`config.mk`:
```
export PLATFORM = sky130hd
export DESIGN_NAME = m_dmem_arbiter
export DESIGN_NICKNAME = d
export VERILOG_FILES = /design/src/rtl/m_dmem_arbiter.sv
export SDC_FILE = /design/constraint.sdc
export NUM_CORES = 1
export LEC_CHECK = 0
export BUFFER_PORTS_ARGS = -buffer_cell sky130_fd_sc_hd__clkbuf_2
export CELL_PAD_IN_SITES_DETAIL_PLACEMENT = 1
export CELL_PAD_IN_SITES_GLOBAL_PLACEMENT = 1
export CORE_MARGIN = 8
export CORE_UTILIZATION = 19
export DETAILED_ROUTE_END_ITERATION = 8
export PLACE_DENSITY = 0.95
export SLEW_MARGIN = 25
export SYNTH_ARGS = -nofsm -noshare
export SYNTH_HDL_FRONTEND = slang
export SYNTH_SLANG_ARGS = --single-unit
export TNS_END_PERCENT = 30
```
`constraint.sdc`:
```
create_clock -name w_clk -period 4.9 [get_ports w_clk]
set_input_delay 0.245 -clock w_clk [delete_from_list [all_inputs] [get_ports w_clk]]
set_output_delay 0.245 -clock w_clk [all_outputs]
set_load 0.01 [all_outputs]
```
`src/rtl/m_dmem_arbiter.sv`:
```
// m_dmem_arbiter: shares one single-port synchronous data memory between the
// pipeline MEM stage (processor) and a debug/loader port.
// Processor has priority; a saturating wait counter bounds debug starvation,
// and debug may lock the bus for bursts.
// Ports:
//   w_clk, w_rst_n                    clock, async active-low reset
//   w_p_req/we/addr/wdata             processor request
//   w_p_gnt/stall/rvalid/rdata        processor grant (comb), stall, read return
//   w_d_req/we/addr/wdata/lock        debug request and bus-lock
//   w_d_gnt/rvalid/rdata              debug grant (comb), read return
//   w_m_addr/we/din, w_m_dout         memory side (one-cycle registered read)
module m_dmem_arbiter #(
    parameter int unsigned AW       = 12,
    parameter int unsigned DW       = 32,
    parameter int unsigned MAX_WAIT = 8
) (
    input  logic          w_clk,
    input  logic          w_rst_n,
    input  logic          w_p_req,
    input  logic          w_p_we,
    input  logic [AW-1:0] w_p_addr,
    input  logic [DW-1:0] w_p_wdata,
    output logic          w_p_gnt,
    output logic          w_p_stall,
    output logic          w_p_rvalid,
    output logic [DW-1:0] w_p_rdata,
    input  logic          w_d_req,
    input  logic          w_d_we,
    input  logic [AW-1:0] w_d_addr,
    input  logic [DW-1:0] w_d_wdata,
    input  logic          w_d_lock,
    output logic          w_d_gnt,
    output logic          w_d_rvalid,
    output logic [DW-1:0] w_d_rdata,
    output logic [AW-1:0] w_m_addr,
    output logic          w_m_we,
    output logic [DW-1:0] w_m_din,
    input  logic [DW-1:0] w_m_dout
);

    localparam int unsigned CW = 8;
    localparam logic [CW-1:0] WAIT_MAX = CW'(MAX_WAIT);

    typedef enum logic [1:0] {
        S_PPRI   = 2'd0,
        S_DFORCE = 2'd1,
        S_DLOCK  = 2'd2
    } state_t;

    state_t        state, state_nxt;
    logic [CW-1:0] wait_cnt, wait_nxt;
    logic          p_gnt, d_gnt;

    // State and wait counter registers
    always_ff @(posedge w_clk or negedge w_rst_n) begin
        if (!w_rst_n) begin
            state    <= S_PPRI;
            wait_cnt <= '0;
        end else begin
            state    <= state_nxt;
            wait_cnt <= wait_nxt;
        end
    end

    // Grant decision, wait counter update and next state
    always_comb begin
        p_gnt     = 1'b0;
        d_gnt     = 1'b0;
        state_nxt = state;
        wait_nxt  = wait_cnt;

        case (state)
            S_PPRI: begin
                p_gnt = w_p_req;
                d_gnt = w_d_req & ~w_p_req;
            end
            S_DFORCE: begin
                d_gnt = w_d_req;
                p_gnt = w_p_req & ~w_d_req;
            end
            S_DLOCK: begin
                d_gnt = w_d_req;
            end
            default: ;
        endcase

        // Grants are suppressed while reset is held
        if (!w_rst_n) begin
            p_gnt = 1'b0;
            d_gnt = 1'b0;
        end

        if (d_gnt || !w_d_req) begin
            wait_nxt = '0;
        end else if (wait_cnt < WAIT_MAX) begin
            wait_nxt = wait_cnt + CW'(1);
        end

        case (state)
            S_PPRI: begin
                // Force debug next cycle once it has waited MAX_WAIT cycles
                if (wait_nxt == WAIT_MAX) state_nxt = S_DFORCE;
            end
            S_DFORCE: begin
                if (d_gnt || !w_d_req) state_nxt = S_PPRI;
            end
            S_DLOCK: begin
                // Release wins over re-lock in the same cycle
                if (!w_d_lock) state_nxt = S_PPRI;
            end
            default: state_nxt = S_PPRI;
        endcase

        if (d_gnt && w_d_lock && state != S_DLOCK) begin
            state_nxt = S_DLOCK;
            wait_nxt  = '0;
        end
    end

    assign w_p_gnt   = p_gnt;
    assign w_d_gnt   = d_gnt;
    assign w_p_stall = w_p_req & ~p_gnt;

    // Memory mux: granted requester drives, idle bus is all zeros
    assign w_m_addr = p_gnt ? w_p_addr  : (d_gnt ? w_d_addr  : '0);
    assign w_m_din  = p_gnt ? w_p_wdata : (d_gnt ? w_d_wdata : '0);
    assign w_m_we   = (p_gnt & w_p_we) | (d_gnt & w_d_we);

    // Read-return tracking: memory data arrives one cycle after the grant
    always_ff @(posedge w_clk or negedge w_rst_n) begin
        if (!w_rst_n) begin
            w_p_rvalid <= 1'b0;
            w_d_rvalid <= 1'b0;
        end else begin
            w_p_rvalid <= p_gnt & ~w_p_we;
            w_d_rvalid <= d_gnt & ~w_d_we;
        end
    end

    assign w_p_rdata = w_p_rvalid ? w_m_dout : '0;
    assign w_d_rdata = w_d_rvalid ? w_m_dout : '0;

endmodule

```
# Yosys cells after proc, flatten, opt, wreduce, memory -nomap -nowiden
# Cells that the tools add are included.
# word_totals
reg_bits	12
elab_cells	51
input_bits	127
out_inout_bits	114
# classes
magnitude_cmp	1
eq_ne	7
add_sub_neg	1
reduce_logical	7
mux	18
bitwise_logic	13
# ops
op	n
$mux 32	4
$mux 12	2
$mux 8	3
$ne 3x3->1 const B	3
$add 8x1->8 const B	1
$eq 8x4->1 const B	1
$lt 8x4->1 const B	1
$mux 2	4
$and 1x1->1	7
$pmux 2 s3	1
$not 1->1	5
$pmux 1 s2	2
$reduce_and 3->1	1
$eq 2x1->1 const B	1
$eq 2x2->1 const B	1
$logic_and 1x1->1	2
$logic_not 2->1	1
$mux 1	2
$ne 2x2->1 const B	1
$reduce_or 2->1	1
$logic_not 1->1	1
$logic_or 1x1->1	1
$or 1x1->1	1

# Logic depth before layout (Yosys ltp)
# logic_depth
word_depth	10
depth_mapped	8
ltp_nobuf	8

# Worst setup path after synthesis
# OpenSTA, ideal clock, no wires.
# synth_timing
kind	reg2out
start	register state[1]
end	output port w_m_din[22]
setup_slack_ns	3.052
path_buffers	2
required_time_ns	4.655
path_stages_with_launch	9
t_arrival_ns	1.603
path_cell_list	dfrtp_1 -> inv_1 -> ha_1 -> nor2b_1 -> o21ai_2 -> nor2_2 -> buf_2 -> buf_2 -> a22o_1
# synth_via
word_cells_on_any_way	10
cone_classes	eq/ne: 2; mux: 6; reduce/logical: 2
# synth_lines
item	line	rtl
from (decl)	50	state_t state, state_nxt;
from (signal assigned)	60	state <= state_nxt;
$eq 2x1->1 / $logic_not 2->1 (equally long branches)	72	case (state)
$pmux 1 s2 *	72	
$mux 1 *	88	if (!w_rst_n) begin
named net w_p_gnt	23	output logic w_p_gnt,
$mux 32 *	126	assign w_m_din = p_gnt ? w_p_wdata : (d_gnt ? w_d_wdata : '0);
to (decl)	37	output logic [DW-1:0] w_m_din,
# Mark *: on every way through the listed nets, which the timed path passes. The rest lies on a longest branch.

# Worst setup path in the final report
# layout_timing
start	register state[1]
end	output port w_m_din[17]
# layout_via
elab_chain_len	6
word_cells_on_any_way	10
cone_classes	eq/ne: 2; mux: 6; reduce/logical: 2
# layout_lines
item	line
$eq 2x2->1 / $eq 2x1->1 (equally long branches)	72
$reduce_or 2->1 (no line)	-
$pmux 1 s2	72
$mux 1	88
$mux 32	126
$mux 32 *	126
# Every way passes the cells marked *; elsewhere a longest branch is shown, timed or not.

==> flow_summary.json <==
{
  "status": "complete, no violations",
  "final_nets": 550,
  "yosys_warnings": 0,
  "worst-path-buf-inv": 3,
  "maxSlewHeadroom_pct": 35.92,
  "grt_usage_pct": 15.65,
  "antennaDiodeCount": 0,
  "power_density_mw_per_mm2": 215.3,
  "cts.reportedPaths.clkPinSlew_ns": 0.05,
  "grt_max_degree": 48,
  "min_period_ns": 3.079,
  "cts_root_buffer": "clkbuf_8",
  "tns_ns": 0,
  "htreeDepth": 1,
  "place_hpwl_mm": 8.742,
  "grt_pass1_wl_mm": 14.34,
  "finish.utilization_pct": 35.42,
  "crit_path_max_incr_delay_ns": 0.80,
  "grt_pass1_vias": 2452,
  "crit_slowest_cell": "nor2_4",
  "ys_types": 33,
  "p_leak_nw": 1.755,
  "netlist_instances": 186,
  "synth-async-reset-ratio_pct": 100.0,
  "synth-edff-count": 0,
  "met1_length_mm": 3.732,
  "syn_area_per_cell_um2": 8.321,
  "path_max_fanout": 47,
  "grt_setup_unrepaired": "no",
  "cts.path.max_buffers": 2,
  "dp.cells": 517,
  "vias_per_cell": 4.478,
  "cpMostUsedCell": "nor2_4",
  "timing.final.ws_setup_ns": 1.821,
  "irDropWorstVdd_uv": 197.5,
  "drive_gt1_share_pct": 60.34,
  "dr_wl_met2_mm": 5.112,
  "worstHoldStart": "w_d_we",
  "crit_type": "register to output pin",
  "cts_resized": 0,
  "initial_utilization_pct": 19.22,
  "fin_cells": 521,
  "rr_worst_depth": 7,
  "power_w": 0.0006139,
  "cts_num_sinks": 12,
  "ys_ff_latch": 12,
  "die_w_um": 106.3,
  "hold_end": "w_d_rvalid",
  "crit_chain": "inv_1 > ha_1 > nor2b_1 > o21ai_2 > nor2_4 > buf_4 > nor2_4 > a22o_1 > clkbuf_2",
  "area_growth_pct": 84.24,
  "rows": 33,
  "period_share_pct": 62.84,
  "synth_nets": 318,
  "core_area_mm2": 0.008051,
  "antenna_found_initial": 0,
  "pre_cts_ws_ns": 2.080,
  "wl_per_cell_um": 18.92,
  "r2r-end": "state[1]",
  "cp-start-kind": "register",
  "drc": 0,
  "io-pin-count": 241,
  "cap_violations": 0,
  "place_congestion": 0.9510,
  "overflow": 0,
  "die_area_mm2": 0.01129,
  "hold_depth": 2,
  "cts_tree": "yes",
  "drt-total-wl_mm": 9.858,
  "hold_viol": 0,
  "r2r_setup_slack_ns": 3.02,
  "yosysSeqAreaShare_pct": 19.40,
  "met3WireLength_um": 930,
  "fin_skew_ns": 0.003366,
  "critPathCaptureType": "output pin",
  "io_buffers": 240,
  "max_freq_ghz": 0.3248,
  "vias": 2333,
  "hold_path_class": "primary input to register",
  "crit_family": "simple AND/OR/NAND/NOR gates",
  "drtIter0Drc": 105,
  "synth-main-ff-cell": "dfrtp_1",
  "reg2reg_from": "state[0]",
  "numCtsBuffers": 3,
  "fp.dieH_um": 106.3,
  "top_layer": "met4",
  "tightestPinTransition_ns": 0.9589,
  "first_pass_iters": 4,
  "worstSkewPairLatency_ns": 0.24,
  "slew_violations": 0,
  "syn_area_mm2": 0.001548,
  "crit_arrival_ns": 2.83,
  "critPathLaunch": "state[1]",
  "required_ns": 4.66,
  "ant_nets": 0,
  "finalSetupViolations": 0
}
==> flip-flops by register name, indices dropped and copies added (netlist names) <==
signal,flops
w_p_rvalid,1
state,2
w_d_rvalid,1
wait_cnt,8
==> placed cells by master, fill, tap and decap left out, types with 2 or more instances in the layout <==
cell type  count
nor2_1         5
ha_1           5
mux2i_1        2
nand2_1        2
a22o_1        45
nor2_4         2
inv_1          5
and2_1        69
dfrtp_1       12
nor2b_1        3
a21oi_1        2
nand3b_1       2
clkbuf_8       3
clkbuf_2     240
==> where the power goes <==
| group | total (W) | internal (W) | switching (W) | leakage, nW |
|---|---|---|---|---|
| logic | 0.000398 | 0.000183 | 0.000215 | 1.57 |
| registers | 0.000129 | 0.000109 | 0.0000206 | 0.164 |
| clock network | 0.0000861 | 0.0000538 | 0.0000323 | 0.0216 |
| total | 0.000614 | 0.000346 | 0.000268 | 1.76 |
==> synth_stat cells (2+ instances only) <==
| cell type | n | area, um^2 |
|---|---|---|
| buf_2 | 5 | 25.02 |
| and2_1 | 69 | 431.7 |
| clkbuf_1 | 6 | 22.52 |
| nor2_1 | 5 | 18.77 |
| nand3b_1 | 2 | 15.01 |
| a21oi_1 | 2 | 10.01 |
| buf_6 | 4 | 45.04 |
| mux2i_1 | 2 | 20.02 |
| nor2b_1 | 3 | 18.77 |
| inv_1 | 5 | 18.77 |
| dfrtp_1 | 12 | 300.3 |
| nand2_1 | 2 | 7.510 |
| ha_1 | 5 | 62.56 |
| a22o_1 | 45 | 394.1 |
==> how the worst max path moves through the flow <==
stage / endpoint / depth (start not counted) / slack (ns)
2_1_floorplan: w_m_din[22] / 8 / 3.05
3_3_place_gp: w_m_din[27] / 9 / 2.23
3_5_place_dp: w_m_din[17] / 9 / 2.08
4_1_cts: w_m_din[17] / 9 / 1.79
5_1_grt: w_m_din[25] / 9 / 1.63
6_report: w_m_din[17] / 9 / 1.82
==> through the flow <==
stage / hold slack, ns / instance area [um^2]
after global routing: 0.1973 / 2851
final: 0.1862 / 2851
after detailed placement: 0.1640 / 2800
after floorplan: -0.05059 / 1548
after CTS: 0.1860 / 2851
after global placement: 0.1556 / 2800
==> cell families (layout without fill, tap and decap cells) <==
group	after synthesis	in the layout	share of synthesized area, %
fa+ha+maj	5	5	4.042
compound gates	54	54	29.51
buf+inv	20	250	7.194
xor+xnor	2	2	1.132
flops	12	12	19.40
mux	2	2	1.294
simple gates	91	91	37.43
==> cell type report <==
| cell class | count | area (um^2) |
|---|---|---|
| clock buffer | 3 | 41.29 |
| fill | 1072 | 5200 |
| inverter | 5 | 18.77 |
| multi-input combinational | 154 | 1141 |
| sequential | 12 | 300.3 |
| tap | 105 | 131.4 |
| timing repair buffer | 242 | 1219 |
==> layer usage <==
| metal | vias up | GRT usage [%] |
|---|---|---|
| li1 | 1121 | - |
| met1 | 1077 | 17.29 |
| met2 | 127 | 28.87 |
| met3 | 8 | 5.082 |
| met4 | 0 | 2.412 |
| met5 | - | 0 |
==> repair_timing <==
action	CTS	global route
hold endpoints to repair	12	0
buffers inserted	0	0
hold buffers	1	0
endpoints found under the setup margin	0	0
(Power assumes the default switching activity.)
